**config.mk**
```make
export PLATFORM = sky130hd
export DESIGN_NAME = syndrome_round_filter_flat
export DESIGN_NICKNAME = d
export VERILOG_FILES = /design/src/rtl/syndrome_round_filter_if.sv /design/src/rtl/syndrome_round_filter.sv /design/src/flat_wrapper.sv
export SDC_FILE = /design/constraint.sdc
export NUM_CORES = 1
export LEC_CHECK = 0
export ABC_AREA = 1
export BUFFER_PORTS_ARGS = -buffer_cell sky130_fd_sc_hd__buf_2
export CAP_MARGIN = 20
export CORE_MARGIN = 2
export CORE_UTILIZATION = 44
export CTS_CLUSTER_DIAMETER = 40
export CTS_CLUSTER_SIZE = 24
export DETAILED_ROUTE_END_ITERATION = 7
export PLACE_DENSITY = 0.65
export SYNTH_ARGS = -nofsm -noshare
export SYNTH_HDL_FRONTEND = slang
export SYNTH_SLANG_ARGS = --single-unit
```
**constraint.sdc**
```tcl
create_clock -name clk -period 4.5 [get_ports clk]
set_input_delay 0.45 -clock clk [delete_from_list [all_inputs] [get_ports clk]]
set_output_delay 0.45 -clock clk [all_outputs]
set_load 0.1 [all_outputs]
```
**src/rtl/syndrome_round_filter_if.sv**
```systemverilog
`default_nettype none
// ============================================================================
// Module   : syndrome_round_filter_if
// Purpose  : Measurement-in / syndrome-out bundle for syndrome_round_filter.
// Revision : 1.0  initial release
// ============================================================================
interface syndrome_round_filter_if #(
    parameter int CNT_W = 8
);
    logic             meas_valid;
    logic [2:0]       meas_bits;
    logic             meas_ready;
    logic             flush;
    logic             syn_valid;
    logic             syn_ready;
    logic [2:0]       syndrome;
    logic             syn_unstable;
    logic [CNT_W-1:0] meas_err_count;
    logic [2:0]       round_idx;

    // Filter side: consumes rounds, produces syndromes.
    modport slave (
        input  meas_valid,
        input  meas_bits,
        input  flush,
        input  syn_ready,
        output meas_ready,
        output syn_valid,
        output syndrome,
        output syn_unstable,
        output meas_err_count,
        output round_idx
    );

    // Environment side: supplies rounds, consumes syndromes.
    modport master (
        output meas_valid,
        output meas_bits,
        output flush,
        output syn_ready,
        input  meas_ready,
        input  syn_valid,
        input  syndrome,
        input  syn_unstable,
        input  meas_err_count,
        input  round_idx
    );
endinterface
`default_nettype wire

```
**src/rtl/syndrome_round_filter.sv**
```systemverilog
`default_nettype none
// ============================================================================
// Module   : syndrome_round_filter
// Purpose  : Majority-votes ROUNDS 3-bit stabilizer rounds into one syndrome,
//            flags noisy groups and counts them (saturating).
// Revision : 1.0  initial release
// ============================================================================
module syndrome_round_filter #(
    parameter int ROUNDS = 3,   // odd, 3..7
    parameter int CNT_W  = 8
) (
    input  logic                   clk,
    input  logic                   rst_n,
    syndrome_round_filter_if.slave bus
);

    typedef enum logic [0:0] {
        COLLECT = 1'b0,
        HOLD    = 1'b1
    } state_t;

    localparam logic [2:0]       LAST_IDX   = 3'(ROUNDS - 1);
    localparam logic [2:0]       ALL_ROUNDS = 3'(ROUNDS);
    localparam logic [2:0]       HALF       = 3'(ROUNDS / 2);
    localparam logic [CNT_W-1:0] CNT_ONE    = CNT_W'(1);

    state_t           state_q, state_d;
    logic [2:0][2:0]  ones_q, ones_d;
    logic [2:0][2:0]  w_ones_next;
    logic [2:0]       round_idx_q, round_idx_d;
    logic [2:0]       syndrome_q, syndrome_d;
    logic             unstable_q, unstable_d;
    logic             syn_valid_q, syn_valid_d;
    logic [CNT_W-1:0] cnt_q, cnt_d;

    logic [2:0]       w_vote;
    logic [2:0]       w_mixed;
    logic             w_meas_ready;
    logic             w_accept;
    logic             w_last_beat;
    logic             w_group_unstable;
    logic             w_cnt_sat;

    // Per-check accumulation including the beat currently offered.
    genvar gi;
    generate
        for (gi = 0; gi < 3; gi++) begin : g_bit
            assign w_ones_next[gi] = ones_q[gi] + {2'b00, bus.meas_bits[gi]};
            assign w_vote[gi]      = (w_ones_next[gi] > HALF);
            assign w_mixed[gi]     = (w_ones_next[gi] != 3'd0) &&
                                     (w_ones_next[gi] != ALL_ROUNDS);
        end
    endgenerate

    assign w_meas_ready     = (state_q == COLLECT) && !bus.flush;
    assign w_accept         = bus.meas_valid && w_meas_ready;
    assign w_last_beat      = w_accept && (round_idx_q == LAST_IDX);
    assign w_group_unstable = |w_mixed;
    assign w_cnt_sat        = &cnt_q;

    always_comb begin
        state_d     = state_q;
        ones_d      = ones_q;
        round_idx_d = round_idx_q;
        syndrome_d  = syndrome_q;
        unstable_d  = unstable_q;
        syn_valid_d = syn_valid_q;
        cnt_d       = cnt_q;

        case (state_q)
            COLLECT: begin
                if (bus.flush) begin
                    // Flush beats any beat offered alongside it, including the last.
                    ones_d      = '0;
                    round_idx_d = 3'd0;
                end else if (w_last_beat) begin
                    syndrome_d  = w_vote;
                    unstable_d  = w_group_unstable;
                    if (w_group_unstable && !w_cnt_sat) begin
                        cnt_d = cnt_q + CNT_ONE;
                    end
                    ones_d      = '0;
                    round_idx_d = 3'd0;
                    syn_valid_d = 1'b1;
                    state_d     = HOLD;
                end else if (w_accept) begin
                    ones_d      = w_ones_next;
                    round_idx_d = round_idx_q + 3'd1;
                end
            end
            HOLD: begin
                if (bus.syn_ready) begin
                    syn_valid_d = 1'b0;
                    state_d     = COLLECT;
                end
            end
            default: begin
                state_d     = COLLECT;
                syn_valid_d = 1'b0;
            end
        endcase
    end

    always_ff @(posedge clk) begin
        if (!rst_n) begin
            state_q     <= COLLECT;
            ones_q      <= '0;
            round_idx_q <= 3'd0;
            syndrome_q  <= 3'd0;
            unstable_q  <= 1'b0;
            syn_valid_q <= 1'b0;
            cnt_q       <= '0;
        end else begin
            state_q     <= state_d;
            ones_q      <= ones_d;
            round_idx_q <= round_idx_d;
            syndrome_q  <= syndrome_d;
            unstable_q  <= unstable_d;
            syn_valid_q <= syn_valid_d;
            cnt_q       <= cnt_d;
        end
    end

    assign bus.meas_ready     = w_meas_ready;
    assign bus.syn_valid      = syn_valid_q;
    assign bus.syndrome       = syndrome_q;
    assign bus.syn_unstable   = unstable_q;
    assign bus.meas_err_count = cnt_q;
    assign bus.round_idx      = round_idx_q;

endmodule
`default_nettype wire

```
**src/flat_wrapper.sv**
```systemverilog
// flat-port wrapper written by rule: the top's interface ports become plain ports
module syndrome_round_filter_flat 
#(
    parameter int ROUNDS = 3,               
    parameter int CNT_W  = 8
)
  (clk, rst_n, bus_meas_valid, bus_meas_bits, bus_flush, bus_syn_ready, bus_meas_ready, bus_syn_valid, bus_syndrome, bus_syn_unstable, bus_meas_err_count, bus_round_idx);
  syndrome_round_filter_if #(.CNT_W(CNT_W)) bus_i ();
  input  logic clk;
  input  logic rst_n;
  input wire logic [$bits(bus_i.meas_valid)-1:0] bus_meas_valid;
  input wire logic [$bits(bus_i.meas_bits)-1:0] bus_meas_bits;
  input wire logic [$bits(bus_i.flush)-1:0] bus_flush;
  input wire logic [$bits(bus_i.syn_ready)-1:0] bus_syn_ready;
  output wire logic [$bits(bus_i.meas_ready)-1:0] bus_meas_ready;
  output wire logic [$bits(bus_i.syn_valid)-1:0] bus_syn_valid;
  output wire logic [$bits(bus_i.syndrome)-1:0] bus_syndrome;
  output wire logic [$bits(bus_i.syn_unstable)-1:0] bus_syn_unstable;
  output wire logic [$bits(bus_i.meas_err_count)-1:0] bus_meas_err_count;
  output wire logic [$bits(bus_i.round_idx)-1:0] bus_round_idx;
  assign bus_i.meas_valid = bus_meas_valid;
  assign bus_i.meas_bits = bus_meas_bits;
  assign bus_i.flush = bus_flush;
  assign bus_i.syn_ready = bus_syn_ready;
  assign bus_meas_ready = bus_i.meas_ready;
  assign bus_syn_valid = bus_i.syn_valid;
  assign bus_syndrome = bus_i.syndrome;
  assign bus_syn_unstable = bus_i.syn_unstable;
  assign bus_meas_err_count = bus_i.meas_err_count;
  assign bus_round_idx = bus_i.round_idx;
  syndrome_round_filter #(.ROUNDS(ROUNDS), .CNT_W(CNT_W)) u_core (.clk(clk), .rst_n(rst_n), .bus(bus_i));
endmodule
```
### Word-level counts from Yosys, hierarchy flattened

Cells that the tools add are included.

* flip-flop bits (word level): 26
* bits in latches: 0
* bits in writable memories: 0
* bits in read-only memories: 0
* input port bits: 8
* output and inout port bits: 17
* logic and storage cells: 59
* memories: 0

* add/subtract/negate cells: 5
* $mul: 0
* div/mod/pow operators: 0
* order comparisons: 3
* equal/unequal tests: 7
* shift operators: 0
* mux-type cells: 14
* bitwise operators: 2
* reductions and logical operators: 19

Operators with widths (count)
* $mux 9: 3
* $reduce_bool 3->1: 4
* $add 3x1->3: 3
* $gt 3x1->1 const B: 3
* $mux 3: 3
* $ne 3x2->1 const B: 3
* $add 8x1->8 const B: 1
* $reduce_and 8->1: 1
* $logic_and 1x1->1: 7
* $mux 1: 6
* $reduce_and 3->1: 2
* $ne 2x2->1 const B: 2
* $pmux 1 s2: 2
* $reduce_and 4->1: 1
* $add 3x1->3 const B: 1
* $eq 3x2->1 const B: 1
* $reduce_or 3->1: 1
* $logic_not 1->1: 2
* $ne 2x1->1 const B: 1
* $not 1->1: 2
* $reduce_and 2->1: 1

### Depth between registers and ports, before layout

* depth after elaboration: 7
* gate-level depth with buffers: 11
* mapped depth without buffers: 11

### Worst setup path after synthesis

Ideal clock, no wire load.

* path type: flip-flop to flip-flop
* start point: register u_core.cnt_q[0], in the netlist u_core.bus.meas_err_count[0]
* end point: register u_core.cnt_q[1], in the netlist u_core.bus.meas_err_count[1]
* library setup time: 0.117 ns
* arrival: 2.017 ns
* required time: 4.383 ns
* path slack: 2.366 ns
* stages on the path, launching flop included: 11
* path buffers: 0
* period minus slack after synthesis: 2.134 ns
* cells stage by stage: dfxtp_1 > ha_1 > nand2_1 > nor2_2 > nand2_1 > nand2_4 > inv_6 > nand2_4 > inv_2 > nor2_1 > nor2_1

* word-level cells in the longest chain between the ends: 4
* elaborated cells on any way between the ends: 5
* classes of those cells: add/sub: 1; reduce/logical: 4

RTL lines
* from (decl): RTL line syndrome_round_filter.sv:34 `logic [CNT_W-1:0] cnt_q, cnt_d;`
* from (signal assigned): RTL line syndrome_round_filter.sv:120 `cnt_q <= cnt_d;`
* branches (longest 4 deep; another with $add 8x1->8)

Several ways; the timed one is not identified.
A chain may end at the register's enable or synchronous reset.

### Worst setup path in the final report

* start point: register u_core.cnt_q[3], in the netlist u_core.bus.meas_err_count[3]
* end point: output bus_meas_err_count[3]

RTL lines
* to (decl): RTL line flat_wrapper.sv:19 `output wire logic [$bits(bus_i.meas_err_count)-1:0] bus_meas_err_count;`

No word-level cell between the ends.

==> impl_results.md <==
- Die W: 60.29 um
- Routed WL: 2.707 mm
- Ys Warns: 0
- Main area contributors after synthesis: dfxtp_1 (37%), nand2_1 (15%), ha_1 (8.1%)
- Initial antenna violation count: 0
- Worst slew margin: 0.5531
- Core Util, Final: 0.5285
- FMAX: 576.9 MHz
- PostCTS Resize Cnt: 0
- Layout Area Growth over Synthesis: 14.81%
- Most common cell in the netlist: nand2_1
- Worst Hold Launch: bus_syn_ready
- Fin. Hold Viols: 0
- Core Area: 3028 um2
- DR iter-0 viols: 68
- PD cells: 253.9 nW/um2
- Final nets: 240
- Critical path's largest stage delay: 0.47 ns
- Num CTS Buffers: 3
- Vias in the first global route: 1002
- Post-synthesis register bit count: 26
- Setup bufs post-CTS: 0
- Top_reg_cell synth: dfxtp_1
- Commonest cells post-synth: nand2_1 (57), dfxtp_1 (26), a21oi_1 (22), inv_1 (22), nor2_1 (18)
- Rows: 20
- Status: finished clean
- # hold bufs at CTS: 0
- Hold path endpoint: u_core.state_q
- Synthesized net count: 213
- WL per Instance: 10.18 um
- Max-cap check violation count: 0
- Io pins: 25
- Worst Hold Path Cells: 4
- Clk Latency, worst-skew pair: 0.33 ns
- Total grt overflow: 0
- Die area: 3634 um2
- Clock-pin slew on the worst setup and hold paths: 0.15 ns
- CTS tree: yes
- Fin crit share: 0.3852
- Max Slew Vio Count: 0
- Async SR Flop Fraction: 0
- Minimum clock period: 1.733 ns
- Reg2Reg Setup Slack: 2.81 ns
- Number of enable flip-flop cells after synthesis: 0
- CP Max Fanout: 6
- Largest delay contributor family on the critical path: flip-flops
- CP Buf/Inv Count: 1
- Mapped Cells: 196
- Finish-stage setup viols: 0
- CP cell instances: buf_2
- Setup repair after global routing missed its margin: no
- Clock skew: 0.01016 ns
- First-pass GRT wire length: 4.416 mm
- H-tree depth: 1
- CP max stage cell: dfxtp_1
- Worst r2r path cells: 9
- Drc violations: 0
- CTS root buffer: clkbuf_4
- Worst Path Arrival: 1.28 ns
- Leakage: 0.7453 nW
- Worst Max-Slew Pin Slew: 0.6696 ns
- Critical path launch point type: register
- Crit end category: output port
- Antenna fix cells: 0
- Hold Path Class: in -> reg
- Fraction of layout cells with a size suffix above 1: 0.1847
- Vias: 1229
- Largest net degree at the start of global routing: 22
- Worst flop-to-flop path endpoint: u_core.bus.meas_err_count[4]
- Post-Syn Area: 1394 um2
- Yosys cell types: 21
- Worst VDD drop: 0.0001892 V
- Gr usage total: 0.1623
- Sequential-to-total area share from yosys stat: 0.3734
- Dpl hpwl: 1.949 mm
- Mapped Avg Cell Area: 7.111 um2
- Crit path kind: reg -> out
- Initial Utilization: 0.4603
- Setup tns final: 0 ns
- Maximum root-to-sink buffer count: 2
- Detailed Routing Iterations Pass 1: 4
- Placer congestion estimate: 0.8024
- Req. time, crit path: 4.05 ns
- Via/cell ratio: 4.620
- Worst r2r src: u_core.ones_q[0]
- PortBufs: 24
- Clk sinks: 26
- Post-synth top area share: 0.3734
- Synth area leader: dfxtp_1
- Die height: 60.29 um
- Antenna-violating nets left: 0
metrics by stage:
step	cell area, um2	setup slack, ns	cells	power (mW)	hold slack, ns
after floorplan	1394	2.366	196	0.2772	0.4481
after global placement	1564	2.567	262	0.2886	0.4508
after detailed placement	1564	2.539	262	0.2890	0.4544
after CTS	1600	2.761	266	0.4109	0.3542
after global routing	1600	2.668	266	0.4263	0.3682
final	1600	2.767	266	0.4062	0.3578
cell type report:
class | count | area [um2]
timing repair buffer | 25 | 127.6
tap | 44 | 55.05
fill | 311 | 1428
multi-input combinational | 143 | 765.7
inverter | 24 | 95.09
clock buffer | 4 | 36.28
sequential | 26 | 520.5
kinds of logic (layout without fill, tap and decap cells):
group,Yosys count,count (layout),synth area share
and+or+nand+nor,98,98,0.3294
xor gates and xnor gates,3,3,0.01885
buffers and inverters,27,53,0.07720
AOI/OAI and AO/OA,33,33,0.1203
DFF,26,26,0.3734
adders and majority gates,9,9,0.08079
sequential cells by signal, summed over array words and instances (netlist names):
register	count
u_core.bus.syndrome	3
u_core.bus.syn_valid	1
u_core.bus.meas_err_count	8
u_core.bus.syn_unstable	1
u_core.bus.round_idx	3
u_core.state_q	1
u_core.ones_q	9
power by group:
part,internal (mW),switching [mW]
clock,0.0496,0.0733
combinational,0.0132,0.0359
sequential,0.233,0.00150
per-layer routing:
layer | global-route usage | vias up | wire [um]
met1 | 0.2055 | 520 | 1365
met4 | 0.05079 | 0 | 29
met5 | 0 | - | 0
li1 | - | 679 | -
met3 | 0.04329 | 5 | 127
met2 | 0.2671 | 25 | 1185
worst register-to-register path, stage by stage (launching register included):
cell	delay, ns
dfxtp_1	0.34
ha_1	0.17
ha_1	0.31
nor2_1	0.11
nor2_1	0.05
nor2_1	0.16
nand3_4	0.17
nand2_4	0.14
nand2_1	0.06
a21oi_1	0.13
placed cells by master, fill, tap and decap left out:
cell	synthesis	layout
a21oi_1	22	22
a22oi_1	1	1
buf_2	1	24
buf_4	0	1
clkbuf_4	0	3
clkbuf_8	0	1
dfxtp_1	26	26
ha_1	9	9
inv_1	22	22
inv_2	1	1
inv_6	1	1
nand2_1	57	57
nand2_4	3	3
nand3_1	11	11
nand3_4	1	1
nand3b_1	2	2
nor2_1	18	18
nor2_2	4	4
nor2_4	1	1
nor2_8	1	1
o21ai_0	10	10
xnor2_1	2	2
xor2_1	1	1
worst max path at each step:
stage	endpoint	slack [ns]	cells after the start	startpoint
after floorplan	u_core.bus.meas_err_count[1]	2.37	10	u_core.bus.meas_err_count[0]
after global placement	u_core.bus.meas_err_count[0]	2.57	11	bus_meas_bits[0]
after detailed placement	u_core.bus.meas_err_count[1]	2.54	11	bus_meas_bits[0]
after CTS	bus_meas_ready	2.76	2	u_core.state_q
after global routing	u_core.bus.meas_err_count[1]	2.67	11	u_core.ones_q[6]
final	bus_meas_err_count[3]	2.77	1	u_core.bus.meas_err_count[3]
Power figures use the tool's default switching activity.
